## config.mk

```make
export PLATFORM = sky130hd
export DESIGN_NAME = regfile_write_arbiter
export DESIGN_NICKNAME = d
export VERILOG_FILES = /design/src/rtl/regfile_write_arbiter.sv
export SDC_FILE = /design/constraint.sdc
export NUM_CORES = 1
export LEC_CHECK = 0
export BUFFER_PORTS_ARGS = -buffer_cell sky130_fd_sc_hd__buf_4
export CORE_ASPECT_RATIO = 0.8
export CORE_UTILIZATION = 40
export DETAILED_ROUTE_END_ITERATION = 10
export PLACE_DENSITY_LB_ADDON = 0.08
export SLEW_MARGIN = 20
export SYNTH_ARGS = -nofsm -noshare
export SYNTH_HDL_FRONTEND = slang
export SYNTH_SLANG_ARGS = --single-unit
```

## constraint.sdc

```tcl
create_clock -name Clk -period 3 [get_ports Clk]
set_input_delay 0.6 -clock Clk [delete_from_list [all_inputs] [get_ports Clk]]
set_output_delay 0.6 -clock Clk [all_outputs]
set_load 0.01 [all_outputs]
```

## src/rtl/regfile_write_arbiter.sv

```systemverilog
// regfile_write_arbiter: round-robin arbiter for the register file's single write port
module regfile_write_arbiter #(
  parameter int DATA_W = 32,
  parameter int ADDR_W = 5,
  parameter int CNT_W = 16
) (
  input  logic              Clk,
  input  logic              Reset,
  input  logic              Hold,
  input  logic              AValid,
  input  logic [ADDR_W-1:0] ASelect,
  input  logic [DATA_W-1:0] AData,
  output logic              AReady,
  input  logic              BValid,
  input  logic [ADDR_W-1:0] BSelect,
  input  logic [DATA_W-1:0] BData,
  output logic              BReady,
  output logic [ADDR_W-1:0] WriteSelect,
  output logic [DATA_W-1:0] WriteData,
  output logic              WriteEnable,
  input  logic [ADDR_W-1:0] PendingSel,
  output logic              Pending,
  output logic [CNT_W-1:0]  AStallCount,
  output logic [CNT_W-1:0]  BStallCount
);
  typedef enum logic {GRANT_A, GRANT_B} grantT;
  grantT lastGrant;
  logic take;
  logic [ADDR_W-1:0] winSel;
  logic [DATA_W-1:0] winData;
  always_comb begin
    AReady = !Hold && AValid && (!BValid || lastGrant == GRANT_B);
    BReady = !Hold && BValid && (!AValid || lastGrant == GRANT_A);
    take = AReady || BReady;
    winSel = AReady ? ASelect : BSelect;
    winData = AReady ? AData : BData;
  end
  assign Pending = WriteEnable && (WriteSelect == PendingSel) && (PendingSel != '0);
  // writes to r0 are accepted but never reach the register file
  always_ff @(posedge Clk or posedge Reset) begin
    if (Reset) begin
      lastGrant <= GRANT_B;
      WriteEnable <= 1'b0;
      WriteSelect <= '0;
      WriteData <= '0;
      AStallCount <= '0;
      BStallCount <= '0;
    end else begin
      WriteEnable <= take && (winSel != '0);
      if (take) begin
        lastGrant <= AReady ? GRANT_A : GRANT_B;
        WriteSelect <= winSel;
        WriteData <= winData;
      end
      if (AValid && !AReady && AStallCount != '1) AStallCount <= AStallCount + 1'b1;
      if (BValid && !BReady && BStallCount != '1) BStallCount <= BStallCount + 1'b1;
    end
  end
endmodule

```

==> results.txt, run 1 <==
* Run status: finished, final reports clean
- STA classifies the critical path endpoint as a primary output.
* Register clock-pin slew on the reported worst setup and hold paths: 0.06 ns
* Synthesis-to-layout area growth: 42.97%
- Vertical die dimension: between 80 and 90 microns
* Register area share after synthesis: 48.88%
- Clock tree synthesis selected as its root buffer the cell sky130_fd_sc_hd__clkbuf_16.
- Count of inserted antenna diode cells: 0
- Launch point of the critical path: lastGrant
- For the final database, setup skew stands at 0.004113 ns.
- Row count: 30
- Synthesis-stage register bit count: 71
- Power spread over the standard cell area amounts to 615.2 mW/mm^2.
- Detailed-routing iteration count for the pre-antenna-repair pass: 4
- After synthesis, the largest family of logic cells by area is simple AND/OR/NAND/NOR gates.
* Headroom to the max-slew limit: 56.42%
* Sum of overflow across all layers after global routing: 0
- Cells with a size suffix above 1 make up 39.88% of the layout.
- Setup violations remaining at the end of the flow were counted as 0.
- After routing, the total negative slack on setup checks comes to 0 ns.
* Number of buffers created by CTS: 9
* Max-cap check violation count: 0
* Type of the setup path with the least slack: reg2out
- Vias in the first global route: 2955
- After clock tree synthesis, the flow added hold-fix buffers numbering 0.
* Setup fix buffers added after clock tree synthesis: 0
- Counting flops with a built-in enable in the synthesized netlist gives 0.
* Fraction of registers with async set/reset: 100.0%
* Global-route wire length before repair: 14500 microns
- The die covers 0.009481 sq mm.
- The clock period could shrink to 2.274 ns.
- Yosys printed 0 warnings.
* CTS tree: yes
* Post-Syn Area per Cell: 10.76 sq um
- Counting the fill cells in the layout gives 773.
* Gate Count Post-Synth: between 300 and 400
- Nets: between 500 and 600
- Leakage component of the power: roughly 2.7 nW
- For this design, the slowest cell found on the critical path is sky130_fd_sc_hd__dfstp_2.
- The worst setup path is launched from a flip-flop.
- The count of final hold-check violations is 0.
- The routed design has between 9000 and 10000 microns of wire.
- 157 I/O pins were placed.
- The number of antenna violations at the first check in global routing came to 0.
* Mux cell area share after synthesis: 12.73%
* Net count of the mapped netlist: between 400 and 500
* Unrepaired setup endpoints after global routing: no
* Synthesized-area fraction occupied by ao, oa, aoi and oai cells: 9.632%
- The startpoint identified for the worst register-to-register timing path is lastGrant.
* H-tree depth: 3
* Buffer levels on the longest clock path: 2
- The tree built by TritonCTS fans out to 71 sinks.
- Among all flip-flop cells after synthesis, the most frequent one is sky130_fd_sc_hd__dfrtp_1.
* Fraction of the cycle the final worst path needs: 75.81%
* Final routed DRC violation total: 0
* Most common cell after layout, fill and taps aside: sky130_fd_sc_hd__buf_4
- Vias post-DR: 3060
- Largest incremental delay on the critical path: 0.59 ns
* Pin count of the biggest net entering global routing: 44
* Leading cell types in the layout, fill and taps excluded: 159 x sky130_fd_sc_hd__buf_4, 70 x sky130_fd_sc_hd__dfrtp_1, 49 x sky130_fd_sc_hd__nand2_1, 38 x sky130_fd_sc_hd__mux2i_1, 36 x sky130_fd_sc_hd__o21ai_1
- Routability-driven placement finished with a final weighted congestion of 0.7453.
- The cell area that synthesis handed to floorplanning was approximately 0.0036 sq mm.
- Input and output buffers added on the ports amount to between 150 and 200.
- Summing the areas of all xor and xnor instances in the mapped netlist gives 6.742% of the synthesized area.
* Max-slew violation total from the final report: 0
- STA puts the critical path data required time at about 2.4 ns.
- For this run, the total global-route usage over all layers was measured as 19.82%.
- Detailed placement finished with a half-perimeter wire length of 6793 microns.
* Peak Freq: between 0.4 and 0.5 GHz
* First DRT Iteration DRCs: 90
* CP arrival: 1.67 ns
- Count of cells resized by post-cts repair: 0
- Initial cell density of the core: 42.13%
- Count of distinct cell types in the synthesized netlist: 45
- Summing the areas of all fa, ha and maj instances in the mapped netlist gives less than 1% of the synthesized area.
* Worst hold path type: in2async
- After Yosys synthesis, and, or, nand and nor cells account for 17.99% of the synthesized area.
- Cell chain of the critical path: nor2b_4, or3b_2, inv_1, buf_4
- Measured along the x axis, the die boundary spans roughly 110 microns.
* Worst-Skew Late Latency: 0.32 ns
- Maximum fanout count along the critical path: 5
* Routed length per instance: around 15 microns
- DR vias/cell: 5.008
- Across the VDD grid, the largest voltage drop is 0.4901 mV.
- The floorplan step defined a core boundary enclosing 0.008633 sq mm.
- At the pin with the least slew margin, the transition time is about 0.65 ns.
* Final ANT Viol Nets: 0
* Util after Layout: 60.23%
==> stage by stage <==
| step | area, sq um | cells | setup slack, ns | power [W] | hold slack, ns |
|---|---|---|---|---|---|
| after global placement | 4900 | 595 | 0.8161 | 0.002146 | 0.4696 |
| after global routing | 5200 | 611 | 0.6758 | 0.003380 | 0.4131 |
| final | 5200 | 611 | 0.7257 | 0.003199 | 0.3609 |
| after detailed placement | 4900 | 595 | 0.7679 | 0.002163 | 0.4774 |
| after CTS | 5200 | 611 | 0.7137 | 0.003241 | 0.3756 |
| after floorplan | 3637 | 338 | 0.6051 | 0.001715 | 0.5159 |
==> layer usage <==
layer | GRT usage [%] | part of all wire [%]
met5 | 0 | 0
met1 | 26.67 | 45
met2 | 31.65 | 47
met4 | 5.774 | 0.58
met3 | 4.936 | 7.3
==> final cells by class <==
class | count | area (sq um) | share of cell area (%)
sequential | 71 | 1778 | 34.19
multi-input combinational | 247 | 1749 | 33.64
timing repair buffer | 160 | 1214 | 23.34
clock buffer | 11 | 242.7 | 4.668
tap | 112 | 140.1 | 2.695
clock inverter | 5 | 57.56 | 1.107
inverter | 5 | 18.77 | 0.3609
==> registers in the layout, summed over array words and instances, names as in the netlist <==
signal and count:
WriteData 32, AStallCount 16, BStallCount 16, WriteSelect 5
WriteEnable 1, lastGrant 1
==> Yosys cell counts (all sizes together), types with 2 or more instances <==
cell	number	area, sq um
xnor2	7	61.31
o2111ai	2	23.77
inv	5	18.77
dfrtp	70	1752
o21ai	39	195.2
nand2b	3	18.77
and3	2	12.51
clkbuf	5	18.77
nand3	11	67.57
and2	2	12.51
nand4	8	65.06
nand2	49	183.9
nor2	9	33.78
and4	6	52.55
nor4	8	83.83
ha	2	25.02
mux2	7	82.57
xor2	21	183.9
buf	10	83.83
nor3	13	65.06
a211oi	3	22.52
mux2i	38	380.4
a21o	2	15.01
a21oi	5	28.78
==> path summary, 6_finish.rpt <==
kind | slack (ns) | cells past startpoint | end
min reg2reg | 0.49 | 2 | WriteData[20]
max | 0.73 | 4 | AReady
max reg2reg | 1.02 | 5 | WriteEnable
min in group Clk | 0.49 | 2 | WriteData[20]
min | 0.36 | 2 | WriteData[27]
max in group asynchronous | 1.95 | 3 | lastGrant
==> report_power, final <==
group	switching, W	internal, W
clock	0.000392	0.000665
sequential	0.000188	0.00113
combinational	0.000383	0.000447
==> critical path: cells and delay by family (launching register included) <==
kind | cells | cell delay, ns
AND/OR/NAND/NOR | 2 | 0.54
flip-flops | 1 | 0.59
buffers and inverters | 2 | 0.22
==> cells by family after synthesis <==
kind of cell	Yosys count
adders and majority gates	2
AOI/OAI and AO/OA	55
and+or+nand+nor	117
muxes	45
DFF	71
xor gates and xnor gates	28
buffers and inverters	20
Power figures use the tool's default switching activity.
==> run 2, diff against run 1 <==
- clock period: 3 -> 2.3 ns (I/O delays scaled with it)
==> run 2 against run 1 <==
Compared with the run above:
- combinational power rose by 31%
- clock skew rose by 0.0021 ns
- utilization increased by 0.45 points
- power up 31%
- critical path type unchanged
- largest cell class unchanged
- largest power group unchanged
- highest routed layer unchanged
==> results.txt, run 2 (synthesis gave the netlist of run 1 again) <==
- The run finished with clean final reports.
- The static leakage power is 2.717 nW (+0.97%).
- I/O pin cnt: 157 (unchanged)
- Unrepaired setup endpoints after global routing: no
* Flip-flop count of the largest register after layout: 32 (unchanged)
- The number of antenna violations at the first check in global routing was 0 (unchanged).
- The setup slack of the most critical reg-to-reg path came to 0.42 ns (-0.60 ns).
- The number of clock sinks seen by CTS came to 71 (unchanged).
- Detailed-routing iteration count for the pre-antenna-repair pass: 4 (unchanged)
- DIE WIDTH: 108.6 microns (unchanged)
* Number of cell instances on the worst register-to-register path: 5 (unchanged)
* Type of the setup path with the least slack: reg2out
- The final clock skew came to 0.006259 ns (+0.002146 ns).
* Buffer levels on the longest clock path: 2 (unchanged)
- Based on the critical path, the design can be clocked at up to approximately 0.46 GHz.
- Largest registers: WriteData: 32 flops, AStallCount: 16 flops, BStallCount: 16 flops
* Worst-Skew Late Latency: 0.33 ns (about the same)
- The smallest setup slack after layout was 0.1342 ns (-0.5915 ns).
- The endpoint required time on the critical path is 1.84 ns (-0.56 ns).
- The average via count per standard cell was 4.933 (-1.5%).
- Leading cell types in the layout, fill and taps excluded: 157 x sky130_fd_sc_hd__buf_4, 70 x sky130_fd_sc_hd__dfrtp_1, 49 x sky130_fd_sc_hd__nand2_1, 38 x sky130_fd_sc_hd__mux2i_1, 36 x sky130_fd_sc_hd__o21ai_1
* First DRT Iteration DRCs: 86 (-4.4%)
- The transition time at the pin with the least slew margin came to 0.6568 ns (+0.003187 ns).
- The part of the power in registers is 41.0% (about the same).
* H-tree depth: 3 (unchanged)
* Max-cap check violation count: 0 (unchanged)
* Row count: 30 (unchanged)
* Net switching power: 0.001249 W (+30%)
- The residual DRC count is 0 (unchanged).
- DP Worst Slack: 0.3498 ns (-0.4181 ns)
* Final number of hold-violating endpoints: 0 (unchanged)
* Global-route wire length before repair: 14430 microns (-0.52%)
- The overall overflow remaining after global route came to 0 (unchanged).
* Core region area: 0.008633 sq mm (unchanged)
- The total negative setup slack was 0 ns (unchanged).
- The register with the most flip-flops in the final layout is WriteData.
* Worst hold path type: in2async
* Maximum vdd ir drop: 0.7061 mV (+44%)
* Initial cell density of the core: 42.13% (unchanged)
- Start of the worst register-to-register path: BStallCount[0]
- Final ANT Viol Nets: 0 (unchanged)
* Routed length per instance: 14.72 microns (-0.75%)
- The full die area is 0.009481 sq mm (unchanged).
- The final HPWL from detailed placement is 6545 microns (-3.6%).
- Switching power share of the total: 29.91% (-0.18 points)
- The total of cells resized after clock tree synthesis came to 0 (unchanged).
* Relative contribution of the clock network to total power: 32.9% (about the same)
- The number of vias after detailed routing came to 3019 (-1.3%).
* Number of placed cells counting well taps: 596 (+0.17%)
- The endpoint identified for the worst register-to-register timing path is BStallCount[1].
* Total wire length after detailed routing: 9011 microns (-0.58%)
* Portion of total power attributed to combinational logic: 26.1% (+0.2 points)
- Synthesis-to-layout area growth: 44.03%
* Type of destination of the critical path: primary output
- The count of antenna diodes in the layout is 0 (unchanged).
- Vias in the first global route: 2958 (+0.10%)
- The die span in y came to 87.29 microns (unchanged).
* Final setup vio count: 0 (unchanged)
- Register clock-pin slew on the reported worst setup and hold paths: 0.06 ns (about the same)
* Combined global-route utilization of all metal layers: 19.67% (-0.14 points)
- Fraction of the cycle the final worst path needs: 94.16%
- Min cycle time layout: 2.166 ns
- Pin count of the biggest net entering global routing: 72 (+64%)
- Worst hold-check slack: 0.2269 ns (-0.1341 ns)
* Cell Int Power: 0.002927 W (+31%)
* Maximum fanout count along the critical path: 5 (unchanged)
- Most common cell after layout, fill and taps aside: sky130_fd_sc_hd__buf_4
- The last weighted congestion value of the routability-driven placer is 0.7636 (+2.5%).
- Count of buffers from port buffering: 156 (unchanged)
- Number of buffers created by CTS: 9 (unchanged)
- Non-Filler Instances: 612 (+0.16%)
- The total design power was 0.004176 W (+31%).
- Setup fix buffers added after clock tree synthesis: 0 (unchanged)
- TritonCTS built the clock tree.
- The critical path arrival is 1.71 ns (+0.04 ns).
- Crit path launch type: flip-flop
- The number of max-slew violations in the final report was 0 (unchanged).
- Headroom to the max-slew limit: 56.09% (-0.33 points)
* Nets: 581 (+0.17%)
- The share of post-route cells with drive strength above 1 is 39.80% (-0.080 points).
- Hold buffer count at CTS: 0 (unchanged)
- Total power density per cell area: 797.1 mW/mm^2 (+30%)
* Root buffer selected by CTS: sky130_fd_sc_hd__clkbuf_16
-- run 2: cell count changes in the layout (fill, tap and decap cells not counted) --
cell                         before  now
sky130_fd_sc_hd__buf_12           1    4
sky130_fd_sc_hd__buf_4          159  157
sky130_fd_sc_hd__clkinvlp_4       3    1
sky130_fd_sc_hd__clkbuf_1         1    2
sky130_fd_sc_hd__clkinv_2         1    2
-- run 2: final cells by class --
cell class / count / area, sq um
flip-flops and latches: 71 / 1778
clock inverters: 4 / 47.55
well taps: 112 / 140.1
clock buffers: 12 / 246.5
repair buffers: 161 / 1259
multi-input cells: 247 / 1749
fillers: 753 / 3395
inverters: 5 / 18.77
-- run 2: layer usage --
metal / GRT usage [%] / vias to the layer above / part of all wire, %
met5: 0 / - / 0
met4: 7.248 / 0 / 1.2
met3: 4.488 / 10 / 7.0
met2: 32.11 / 97 / 47
met1: 25.57 / 1392 / 45
li1: - / 1520 / -
-- run 2: worst max-delay path by stage --
stage | start | to | slack (ns) | cells past startpoint
final | lastGrant | AReady | 0.13 | 4
after global routing | lastGrant | AReady | 0.1 | 4
after CTS | lastGrant | AReady | 0.12 | 4
after detailed placement | BValid | AReady | 0.35 | 5
after global placement | BValid | AReady | 0.35 | 5
after floorplan | Reset | AStallCount[0] | 0.05 | 1
-- run 2: power groups by stage --
stage	registers, W	clock network (W)	logic (W)
after global placement	0.00172	0	0.00109
after CTS	0.00171	0.00141	0.00111
final	0.00171	0.00137	0.00109
after floorplan	0.00178	0	0.000452
after detailed placement	0.00172	0	0.00110
after global routing	0.00176	0.00145	0.00119
-- run 2: per-stage QoR --
step | cell area, sq um | utilization [%]
5_1_grt | 5239 | 60.68
6_report | 5239 | 60.68
3_5_place_dp | 4945 | 57.28
3_3_place_gp | 4945 | 57.28
2_1_floorplan | 3637 | -
4_1_cts | 5239 | 60.68
-- run 2: worst max-delay path, cell delays in order (launching register included) --
cell and delay [ns]:
sky130_fd_sc_hd__dfstp_2 0.57, sky130_fd_sc_hd__nor2b_4 0.07, sky130_fd_sc_hd__or3b_2 0.51, sky130_fd_sc_hd__inv_1 0.11, sky130_fd_sc_hd__buf_4 0.12
==> run 3, diff against run 2 <==
==> constraint.sdc (replaced) <==
create_clock -name Clk -period 2.3 [get_ports Clk]
set_input_delay 0.115 -clock Clk [delete_from_list [all_inputs] [get_ports Clk]]
set_output_delay 0.115 -clock Clk [all_outputs]
set_load 0.01 [all_outputs]
==> run 3 against run 2 <==
Compared with the run above:
- hold slack got worse by 0.17 ns
- critical path type unchanged
- sequential power is essentially flat
- clock power barely moved
- first-iteration DRC count shrank 12%
- critical endpoint unchanged
- die area stayed put
- via count grew 0.63%
- non-clock buffer count increased by 1
==> results.txt, run 3 (synthesis gave the netlist of run 1 again) <==
- The switching portion of total power was 30.29% (+0.38 points).
* Min cycle time layout: 2.115 ns (-0.05042 ns)
* Fill count: 754 (+0.13%)
- Unrepaired setup endpoints after global routing: no
- The setup slack of the most critical reg-to-reg path came to 0.36 ns (-0.06 ns).
* Fraction of the cycle the final worst path needs: 91.97% (-2.2 points)
- Cell depth of the worst min-delay path: 3
- The fraction of power consumed by combinational cells is 26.1% (about the same).
- The post-layout instance area came to 0.005209 sq mm (-0.57%).
- The largest registers in the layout are WriteData: 32 flops, AStallCount: 16 flops, BStallCount: 16 flops.
* Vertical die dimension: 87.29 microns (unchanged)
* Type of the setup path with the least slack: reg2out
* Leading cell types in the layout, fill and taps excluded: 160 x sky130_fd_sc_hd__buf_4, 70 x sky130_fd_sc_hd__dfrtp_1, 49 x sky130_fd_sc_hd__nand2_1, 38 x sky130_fd_sc_hd__mux2i_1, 36 x sky130_fd_sc_hd__o21ai_1
* Total wire length after detailed routing: 8929 microns (-0.91%)
* Maximum fanout count along the critical path: 40 (+35)
* Total die area: 0.009481 sq mm (unchanged)
- Flip-flop count of the largest register after layout: 32 (unchanged)
- The number of vias after detailed routing came to 3038 (+0.63%).
- The count of standard-cell rows was 30 (unchanged).
* CP arrival: 2.00 ns (+0.29 ns)
- Pin count of the biggest net entering global routing: 41 (-43%)
- The min-delay analysis places its worst path in the category in2reg.
* Sum of overflow across all layers after global routing: 0 (unchanged)
- Peak Freq: 0.4727 GHz (+2.4%)
- Final routed DRC violation total: 0 (unchanged)
* DIE WIDTH: 108.6 microns (unchanged)
* Net switching power: 0.001255 W (+0.50%)
- The average routed wire per standard cell was 14.57 microns (-1.1%).
* Worst setup skew after layout: 0.007081 ns (+0.0008217 ns)
- The average via count per standard cell was 4.956 (+0.47%).
- The number of max-slew violations in the final report was 0 (unchanged).
* DP Area: 0.004907 sq mm (-0.76%)
- The count of final hold-check violations came to 0 (unchanged).
* Final setup vio count: 0 (unchanged)
- FF+latch area: 0.001778 sq mm (unchanged)
- The later-pin clock latency in the skew report was 0.33 ns (about the same).
- Max-cap check violation count: 0 (unchanged)
- The final-stage net count is 582 (+0.17%).
* Buffer levels on the longest clock path: 2 (unchanged)
* Maximum vdd ir drop: 0.5429 mV (-23%)
- CTS tree: yes
* Most common cell after layout, fill and taps aside: sky130_fd_sc_hd__buf_4
- The wire length of the first global-routing pass came to 14320 microns (-0.71%).
- Initial antenna violation count: 0 (unchanged)
- The final HPWL from detailed placement is 6512 microns (-0.52%).
- The core area came to 0.008633 sq mm (unchanged).
- Layout cell share with drive strength beyond 1: 39.92% (+0.12 points)
- The initial standard-cell utilization of the core was 42.13% (unchanged).
- The final core area utilization is 60.33% (-0.35 points).
- The number of clock sinks seen by CTS is 71 (unchanged).
- The number of design-rule violations left by the first detailed-router iteration is 76 (-12%).
- The cell internal power dissipation was 0.002889 W (-1.3%).
* Top reg by flops: WriteData
* Count of inserted antenna diode cells: 0 (unchanged)
* Number of buffers created by CTS: 9 (unchanged)
- Worst hold-check slack: 0.05833 ns (-0.1685 ns)
- Share of total power in sequential cells: 41.3% (+0.3 points)
- Weighted congestion reported at the end of routability-driven placement: 0.7582 (-0.71%)
- Hold path start: AData[7]
- Number of cell instances on the worst register-to-register path: 5 (unchanged)
- Endpoint of the worst-slack reg-to-reg timing path: WriteEnable
* Crit path launch type: flip-flop
* Register clock-pin slew on the reported worst setup and hold paths: 0.06 ns (about the same)
- Compared with the post-synthesis result, the final layout area differs by 43.21%.
- Hold-critical path endpoint: WriteData[7]
- The number of global-route vias before repair is 2959 (+0.034%).
- Transition time of the tightest slew-check pin: 0.7926 ns (+0.1358 ns)
- The maximum level of the CTS H-tree is 3 (unchanged).
* Area of the multi-input gates: 0.001749 sq mm (unchanged)
- I/O pin cnt: 157 (unchanged)
- Run status: finished, final reports clean
- Type of destination of the critical path: primary output
- The static leakage power is 2.697 nW (-0.73%).
- The endpoint required time on the critical path was 2.18 ns (+0.34 ns).
- The first-pass iteration count of the detailed router is 4 (unchanged).
- The worst-case headroom to the max-slew limit was 47.08% (-9.0 points).
* Total power density per cell area: 795.7 mW/mm^2 (-0.18%)
- The total negative setup slack is 0 ns (unchanged).
* Setup fix buffers added after clock tree synthesis: 0 (unchanged)
- The number of input and output port buffers inserted came to 156 (unchanged).
* Final ANT Viol Nets: 0 (unchanged)
* Root buffer selected by CTS: sky130_fd_sc_hd__clkbuf_16
- The startpoint identified for the worst register-to-register timing path is lastGrant.
- The share of total power in the clock network came to 32.6% (-0.3 points).
- Combined global-route utilization of all metal layers: 19.53% (-0.14 points)
## run 3: cell types whose count changed in the layout (fill, tap and decap cells not counted), sizes merged
cell / before / now
dlygate4sd3: 0 / 1
clkbuf: 12 / 10
clkinvlp: 1 / 3
## run 3: metal layers
layer	vias to the layer above	wire, microns	track usage [%]
met1	1406	3977	25.22
met5	-	0	0
met3	8	710	6.358
met4	0	76	5.283
li1	1524	-	-
met2	100	4164	31.47
## run 3: power by group through the flow
stage	sequential, W	clock (W)	combinational, W
after floorplan	0.00178	0	0.000452
after global placement	0.00172	0	0.00108
after detailed placement	0.00173	0	0.00110
after CTS	0.00171	0.00139	0.00110
after global routing	0.00175	0.00145	0.00118
final	0.00171	0.00135	0.00108
## run 3: final cells by class
cell class	instances	share of cell area, %
Tap cell	112	2.690
Timing Repair Buffer	162	23.64
Sequential cell	71	34.13
Inverter	5	0.3603
Clock buffer	10	4.396
Clock inverter	6	1.201
Multi-Input combinational cell	247	33.58
## run 3: what timing repair did
item | 4_1_cts | 5_1_grt
hold buffers | 1 | 0
endpoints found under the hold margin | 34 | 0
resized for setup | 0 | 0
endpoints found under the setup margin | 0 | 0
## run 3: critical path, cell delays in order, from the launching register on
cell,delay (ns)
sky130_fd_sc_hd__dfstp_2,0.58
sky130_fd_sc_hd__nor2b_4,0.07
sky130_fd_sc_hd__or3b_2,0.43
sky130_fd_sc_hd__buf_4,0.34
sky130_fd_sc_hd__inv_1,0.12
sky130_fd_sc_hd__buf_4,0.12
## run 3: how the worst max path moves through the flow
stage	startpoint	cells after the start	slack, ns	end
2_1_floorplan	Reset	1	0.39	AStallCount[0]
3_3_place_gp	lastGrant	5	0.42	WriteEnable
3_5_place_dp	lastGrant	5	0.38	WriteEnable
4_1_cts	lastGrant	5	0.16	AReady
5_1_grt	lastGrant	5	0.1	AReady
6_report	lastGrant	5	0.18	AReady
## run 3: metrics by stage
step                      power [W]  cells  setup WS (ns)
after floorplan            0.002237    338         0.3901
after global placement     0.002802    596         0.4247
after detailed placement   0.002823    596         0.3755
after CTS                  0.004201    613         0.1605
after global routing       0.004384    613        0.09759
final                      0.004144    613         0.1846
